File: src/rtl/hps_spi_master_if.sv
// Word-side handshake of the HPS SPI master: 16-bit tx words in, rx words out.
// A tx word transfers on any sys_clk edge where tx_valid && tx_ready; tx_data/tx_last hold while tx_valid waits,
// and rx_valid is a one-cycle pulse with no backpressure (the consumer must take rx_data that cycle).
interface hps_spi_master_if;
  logic [15:0] tx_data;
  logic        tx_last;
  logic        tx_valid;
  logic        tx_ready;
  logic [15:0] rx_data;
  logic        rx_valid;
  logic        busy;

  modport master (
    output tx_data, tx_last, tx_valid,
    input  tx_ready, rx_data, rx_valid, busy
  );

  modport slave (
    input  tx_data, tx_last, tx_valid,
    output tx_ready, rx_data, rx_valid, busy
  );
endinterface

File: src/rtl/hps_spi_master.sv
// Master end of the 16-bit HPS SPI word link (mode: slave drives miso on spi_clk rise, samples mosi on fall).
// Optional HPS_SPI_MASTER_LOOPBACK_EN: sample spi_mosi instead of spi_miso for slave-less self-test.
module hps_spi_master #(
  parameter int CLK_DIV  = 2,
  parameter int CS_SETUP = 2,
  parameter int WORD_GAP = 8,
  parameter int CS_HOLD  = 6
) (
  input  logic                   sys_clk,
  input  logic                   reset_n,
  hps_spi_master_if.slave        bus,
  output logic                   spi_clk,
  output logic                   spi_cs,
  output logic                   spi_mosi,
  input  logic                   spi_miso,
  output logic [2:0]             dbg_state
);

  typedef enum logic [2:0] {
    S_IDLE  = 3'd0,
    S_SETUP = 3'd1,
    S_HIGH  = 3'd2,
    S_LOW   = 3'd3,
    S_GAP   = 3'd4,
    S_WAIT  = 3'd5,
    S_HOLD  = 3'd6,
    S_CSHI  = 3'd7
  } state_t;

  localparam logic [15:0] DIV_LAST   = 16'(CLK_DIV - 1);
  localparam logic [15:0] SETUP_LAST = 16'(CS_SETUP);
  localparam logic [15:0] GAP_LAST   = 16'(WORD_GAP - 1);
  localparam logic [15:0] HOLD_LAST  = 16'(CS_HOLD - 1);

  state_t      state;
  logic [15:0] timer;
  logic [3:0]  bit_cnt;
  logic [14:0] tx_sr;
  logic [15:0] rx_sr;
  logic        last_word;
  logic        sample_bit;
  logic        accept;

`ifdef HPS_SPI_MASTER_LOOPBACK_EN
  logic unused_miso;
  assign unused_miso = spi_miso;
  assign sample_bit  = spi_mosi;
`else
  assign sample_bit  = spi_miso;
`endif

  assign bus.tx_ready = (state == S_IDLE) || (state == S_WAIT);
  assign bus.busy     = ~spi_cs;
  assign accept       = bus.tx_valid && bus.tx_ready;
  assign dbg_state    = state;

  always_ff @(posedge sys_clk or negedge reset_n) begin
    if (!reset_n) begin
      state        <= S_IDLE;
      timer        <= '0;
      bit_cnt      <= '0;
      tx_sr        <= '0;
      rx_sr        <= '0;
      last_word    <= 1'b0;
      spi_clk      <= 1'b0;
      spi_cs       <= 1'b1;
      spi_mosi     <= 1'b0;
      bus.rx_data  <= '0;
      bus.rx_valid <= 1'b0;
    end else begin
      bus.rx_valid <= 1'b0;
      case (state)
        S_IDLE: begin
          if (accept) begin
            tx_sr     <= bus.tx_data[14:0];
            last_word <= bus.tx_last;
            spi_cs    <= 1'b0;
            spi_mosi  <= bus.tx_data[15];
            timer     <= '0;
            state     <= S_SETUP;
          end
        end

        // Runs CS_SETUP+1 cycles so the first rising edge lands CS_SETUP+1 after accept.
        S_SETUP: begin
          if (timer == SETUP_LAST) begin
            timer   <= '0;
            spi_clk <= 1'b1;
            state   <= S_HIGH;
          end else begin
            timer <= timer + 16'd1;
          end
        end

        S_HIGH: begin
          if (timer == DIV_LAST) begin
            timer   <= '0;
            spi_clk <= 1'b0;
            rx_sr   <= {rx_sr[14:0], sample_bit};
            bit_cnt <= bit_cnt + 4'd1;
            state   <= S_LOW;
          end else begin
            timer <= timer + 16'd1;
          end
        end

        // mosi moves one cycle after the falling edge, clear of the slave's sample point.
        S_LOW: begin
          if (timer == 16'd0) begin
            spi_mosi <= tx_sr[14];
            tx_sr    <= {tx_sr[13:0], 1'b0};
          end
          if (timer == DIV_LAST) begin
            timer <= '0;
            if (bit_cnt == 4'd0) begin
              bus.rx_data  <= rx_sr;
              bus.rx_valid <= 1'b1;
              state        <= last_word ? S_HOLD : S_GAP;
            end else begin
              spi_clk <= 1'b1;
              state   <= S_HIGH;
            end
          end else begin
            timer <= timer + 16'd1;
          end
        end

        S_GAP: begin
          if (timer == GAP_LAST) begin
            timer <= '0;
            state <= S_WAIT;
          end else begin
            timer <= timer + 16'd1;
          end
        end

        // Frame stays open until the next word; it starts straight into HIGH.
        S_WAIT: begin
          if (accept) begin
            tx_sr     <= bus.tx_data[14:0];
            last_word <= bus.tx_last;
            spi_mosi  <= bus.tx_data[15];
            spi_clk   <= 1'b1;
            timer     <= '0;
            state     <= S_HIGH;
          end
        end

        S_HOLD: begin
          if (timer == HOLD_LAST) begin
            timer    <= '0;
            spi_cs   <= 1'b1;
            spi_mosi <= 1'b0;
            state    <= S_CSHI;
          end else begin
            timer <= timer + 16'd1;
          end
        end

        S_CSHI: begin
          state <= S_IDLE;
        end

        default: begin
          state <= S_IDLE;
        end
      endcase
    end
  end

endmodule

File: src/flat_wrapper.sv
// flat-port wrapper written by rule: the top's interface ports become plain ports
module hps_spi_master_flat 
#(
  parameter int CLK_DIV  = 2,
  parameter int CS_SETUP = 2,
  parameter int WORD_GAP = 8,
  parameter int CS_HOLD  = 6
)
  (sys_clk, reset_n, spi_clk, spi_cs, spi_mosi, spi_miso, dbg_state, bus_tx_data, bus_tx_last, bus_tx_valid, bus_tx_ready, bus_rx_data, bus_rx_valid, bus_busy);
  hps_spi_master_if bus_i ();
  input  logic sys_clk;
  input  logic reset_n;
  output logic spi_clk;
  output logic spi_cs;
  output logic spi_mosi;
  input  logic spi_miso;
  output logic [2:0] dbg_state;
  input wire logic [$bits(bus_i.tx_data)-1:0] bus_tx_data;
  input wire logic [$bits(bus_i.tx_last)-1:0] bus_tx_last;
  input wire logic [$bits(bus_i.tx_valid)-1:0] bus_tx_valid;
  output wire logic [$bits(bus_i.tx_ready)-1:0] bus_tx_ready;
  output wire logic [$bits(bus_i.rx_data)-1:0] bus_rx_data;
  output wire logic [$bits(bus_i.rx_valid)-1:0] bus_rx_valid;
  output wire logic [$bits(bus_i.busy)-1:0] bus_busy;
  assign bus_i.tx_data = bus_tx_data;
  assign bus_i.tx_last = bus_tx_last;
  assign bus_i.tx_valid = bus_tx_valid;
  assign bus_tx_ready = bus_i.tx_ready;
  assign bus_rx_data = bus_i.rx_data;
  assign bus_rx_valid = bus_i.rx_valid;
  assign bus_busy = bus_i.busy;
  hps_spi_master #(.CLK_DIV(CLK_DIV), .CS_SETUP(CS_SETUP), .WORD_GAP(WORD_GAP), .CS_HOLD(CS_HOLD)) u_core (.sys_clk(sys_clk), .reset_n(reset_n), .bus(bus_i), .spi_clk(spi_clk), .spi_cs(spi_cs), .spi_mosi(spi_mosi), .spi_miso(spi_miso), .dbg_state(dbg_state));
endmodule
File: config.mk
export PLATFORM = sky130hd
export DESIGN_NAME = hps_spi_master_flat
export DESIGN_NICKNAME = d
export VERILOG_FILES = /design/src/rtl/hps_spi_master_if.sv /design/src/rtl/hps_spi_master.sv /design/src/flat_wrapper.sv
export SDC_FILE = /design/constraint.sdc
export NUM_CORES = 1
export LEC_CHECK = 0
export CAP_MARGIN = 20
export CELL_PAD_IN_SITES_DETAIL_PLACEMENT = 1
export CELL_PAD_IN_SITES_GLOBAL_PLACEMENT = 1
export CORE_MARGIN = 4
export CORE_UTILIZATION = 45
export CTS_BUF_LIST = sky130_fd_sc_hd__clkbuf_8
export CTS_CLUSTER_SIZE = 12
export DETAILED_ROUTE_END_ITERATION = 12
export PLACE_DENSITY_LB_ADDON = 0.25
export RECOVER_POWER = 25
export SYNTH_ARGS = -nofsm -noshare
export SYNTH_HDL_FRONTEND = slang
export SYNTH_SLANG_ARGS = --single-unit
File: constraint.sdc
create_clock -name sys_clk -period 4.5 [get_ports sys_clk]
set_input_delay 0.45 -clock sys_clk [delete_from_list [all_inputs] [get_ports sys_clk]]
set_output_delay 0.45 -clock sys_clk [all_outputs]
set_load 0.05 [all_outputs]
==> metrics.txt <==
Hold Startpoint u_core.bit_cnt[3]$_DFFE_PN0P_; cells after synthesis approximately 340; Setup Skew 0.00759 ns; Synth Flop Type dfrtp_1; area leader, netlist dfrtp_1; worst skew pair latency approximately 0.36 ns; worst vdd ir between 0.0002 and 0.0003 V; post-synth cell types 40; clock tree buffer depth 2; initial core utilization 46.5%; sequential area share after synthesis 52.3%; drt initial violations 76; PD cells 569 nW/um^2; Slew Limit Headroom -23.6%; post-synthesis async set-or-reset flop share 100%; nets 414; sink count of the clock tree 75; Leakage Power 0.00197 uW; total gr overflow 0; met2 Use GR around 30%; EDFF count, synth 0; die width 97.3 um; Routability Congestion approximately 0.76; Worst-Margin Slew 1.85 ns; crit path launch u_core.timer[9]$_DFFE_PN0P_; Resize count post-CTS 0; commonest cells after routing, fill and taps aside 74 x dfrtp_1, 44 x clkdlybuf4s50_1, 36 x nor2_1; most common cell after layout, fill and taps aside dfrtp_1; all-layer global routing usage a little under a fifth; Seq cells post-synth 75; total core area 7730 um^2; Setup violations, final 0; hold buffer count at CTS 0; WL per Instance 16.7 um; syn_area_per_cell 10.5 um^2; fmax 321 MHz; DP Cell Count 478; clk slew on worst S/H paths 0.08 ns; failing checks capacitance limit, slew limit; vias in the first global route 2856; Final Hold Viols 0; number of max-cap violations 1; ranking of synthesized cells by area dfrtp_1 52%, mux2_2 10%, mux2i_1 4.5%, nand3_1 4.2%, nor2_1 3.8%; H-tree Lvls 3; CP peak stage delay 0.71 ns; fillcell total 843; Area Overhead vs Synth 21.2%; Port Buffers 45; Slew Limit Fails 76; die height 97.3 um; Tcrit/Tclk final 69.3%; Critical Path End Type flip-flop; CTS buffer count 9; Vias 2708; final wirelength approximately 8300 um; Sum Neg Setup Slack 0 ns; DR pass1 iterations 4; Required @ worst endpoint 4.75 ns; Worst path slowest cell nor4_2; Crit Path Category flip-flop to flip-flop; synth warn 0; share of cells above drive strength 1 about 17%; busiest metal layer after global routing met2; DRT antenna net count 0; # diodes 0; DRC 0; mapped cell area 3590 um^2; FP Rows 32; status finished, violations left; WP data arrival 3.37 ns; Yosys top cell area share roughly 52%; M1 GR Usage 24.4%; io pins 46; Period minus WS final 3.12 ns; Worst Setup Start Kind flip-flop; RR Startpoint u_core.timer[9]$_DFFE_PN0P_; CP top delay family simple AND/OR/NAND/NOR gates; CP Max Fanout 11; CTS tree built; Post-Layout Cell Count about 490; RSZ-0062 raised after global routing false; Final HPWL DP 5540 um; first-pass GRT wire length 14300 um; critical-path cell list or4_1 > nor4_1 > nor2_1 > nor4_2 > nor3b_1 > a211o_1; Hold Path Class flip-flop to flip-flop; Root Driver clkbuf_8; Via-to-Cell Ratio 5.48; largest net degree at the start of global routing 76; post-CTS setup buffers 0; Net Count, Synth 369; Buf+Inv Stages, Crit Path 0; die area 9480 um^2; initial antenna violation count 0; routing usage on met3 5.60%
registers in the layout, summed over array words and instances, names as in the netlist, 3 cells and up:
name / count
u_core.rx_sr: 16
u_core.tx_sr: 15
u_core.timer: 16
u_core.bit_cnt: 4
u_core.dbg_state: 3
u_core.bus.rx_data: 16
cell type report:
cell class	count	area (um^2)	area share (%)
sequential	75	1880	43.1
multi-input combinational	243	1630	37.3
timing repair buffer	50	483	11.1
clock buffer	11	151	3.48
tap	102	128	2.93
clock inverter	5	60.1	1.38
inverter	8	30.0	0.689
synth_stat cells, types with 4 or more instances:
master,count
nor3_1,4
mux2i_1,16
nand3_1,30
o21ai_1,4
or4_1,8
clkbuf_1,12
o21ai_0,10
a21oi_1,21
ha_1,6
inv_1,8
nand2_1,29
nor2_1,36
mux2_2,33
dfrtp_1,74
cell families (layout without fill, tap and decap cells):
family / after synthesis / after routing / synth area share (%)
adders and majority gates: 6 / 6 / 2.09
buffers and inverters: 24 / 74 / 2.79
xor gates and xnor gates: 3 / 3 / 0.732
AOI/OAI and AO/OA: 47 / 47 / 7.52
and+or+nand+nor: 138 / 138 / 19.8
muxes: 49 / 49 / 14.8
DFF: 75 / 75 / 52.3
report_power, final:
part / switching (uW) / internal, uW / total [uW]
Clock: 265 / 288 / 553
Sequential: 116 / 805 / 921
Combinational: 634 / 369 / 1000
Total: 1010 / 1460 / 2480
final timing paths:
path	cells past startpoint	slack [ns]	to
hold reg to reg	1	0.49	u_core.bit_cnt[3]$_DFFE_PN0P_
setup / recovery	6	1.38	u_core.timer[7]$_DFFE_PN0P_
setup reg to reg	6	1.38	u_core.timer[7]$_DFFE_PN0P_
min in group asynchronous	1	0.59	u_core.timer[11]$_DFFE_PN0P_
max in group asynchronous	1	2.82	u_core.rx_sr[12]$_DFFE_PN0P_
hold / removal	1	0.49	u_core.bit_cnt[3]$_DFFE_PN0P_
metal layers:
layer	wire, um	share of wire (%)	up-vias
met1	3790	46	1349
met3	386	4.7	9
met2	4000	48	42
met4	87	1.1	0
met5	0	0	-
li1	-	-	1308
stage by stage:
step | total power [uW] | util, % | instance area (um^2) | hold slack (ns) | worst slack [ns]
floorplan | 1660 | - | 3590 | 0.154 | 1.68
global placement | 1900 | 53.7 | 4150 | 0.460 | 1.50
detailed placement | 1940 | 53.7 | 4150 | 0.472 | 1.41
CTS | 2500 | 56.4 | 4360 | 0.271 | 1.41
global route | 2650 | 56.4 | 4360 | 0.505 | 1.17
finish | 2480 | 56.4 | 4360 | 0.486 | 1.38
Power figures use the tool's default switching activity.
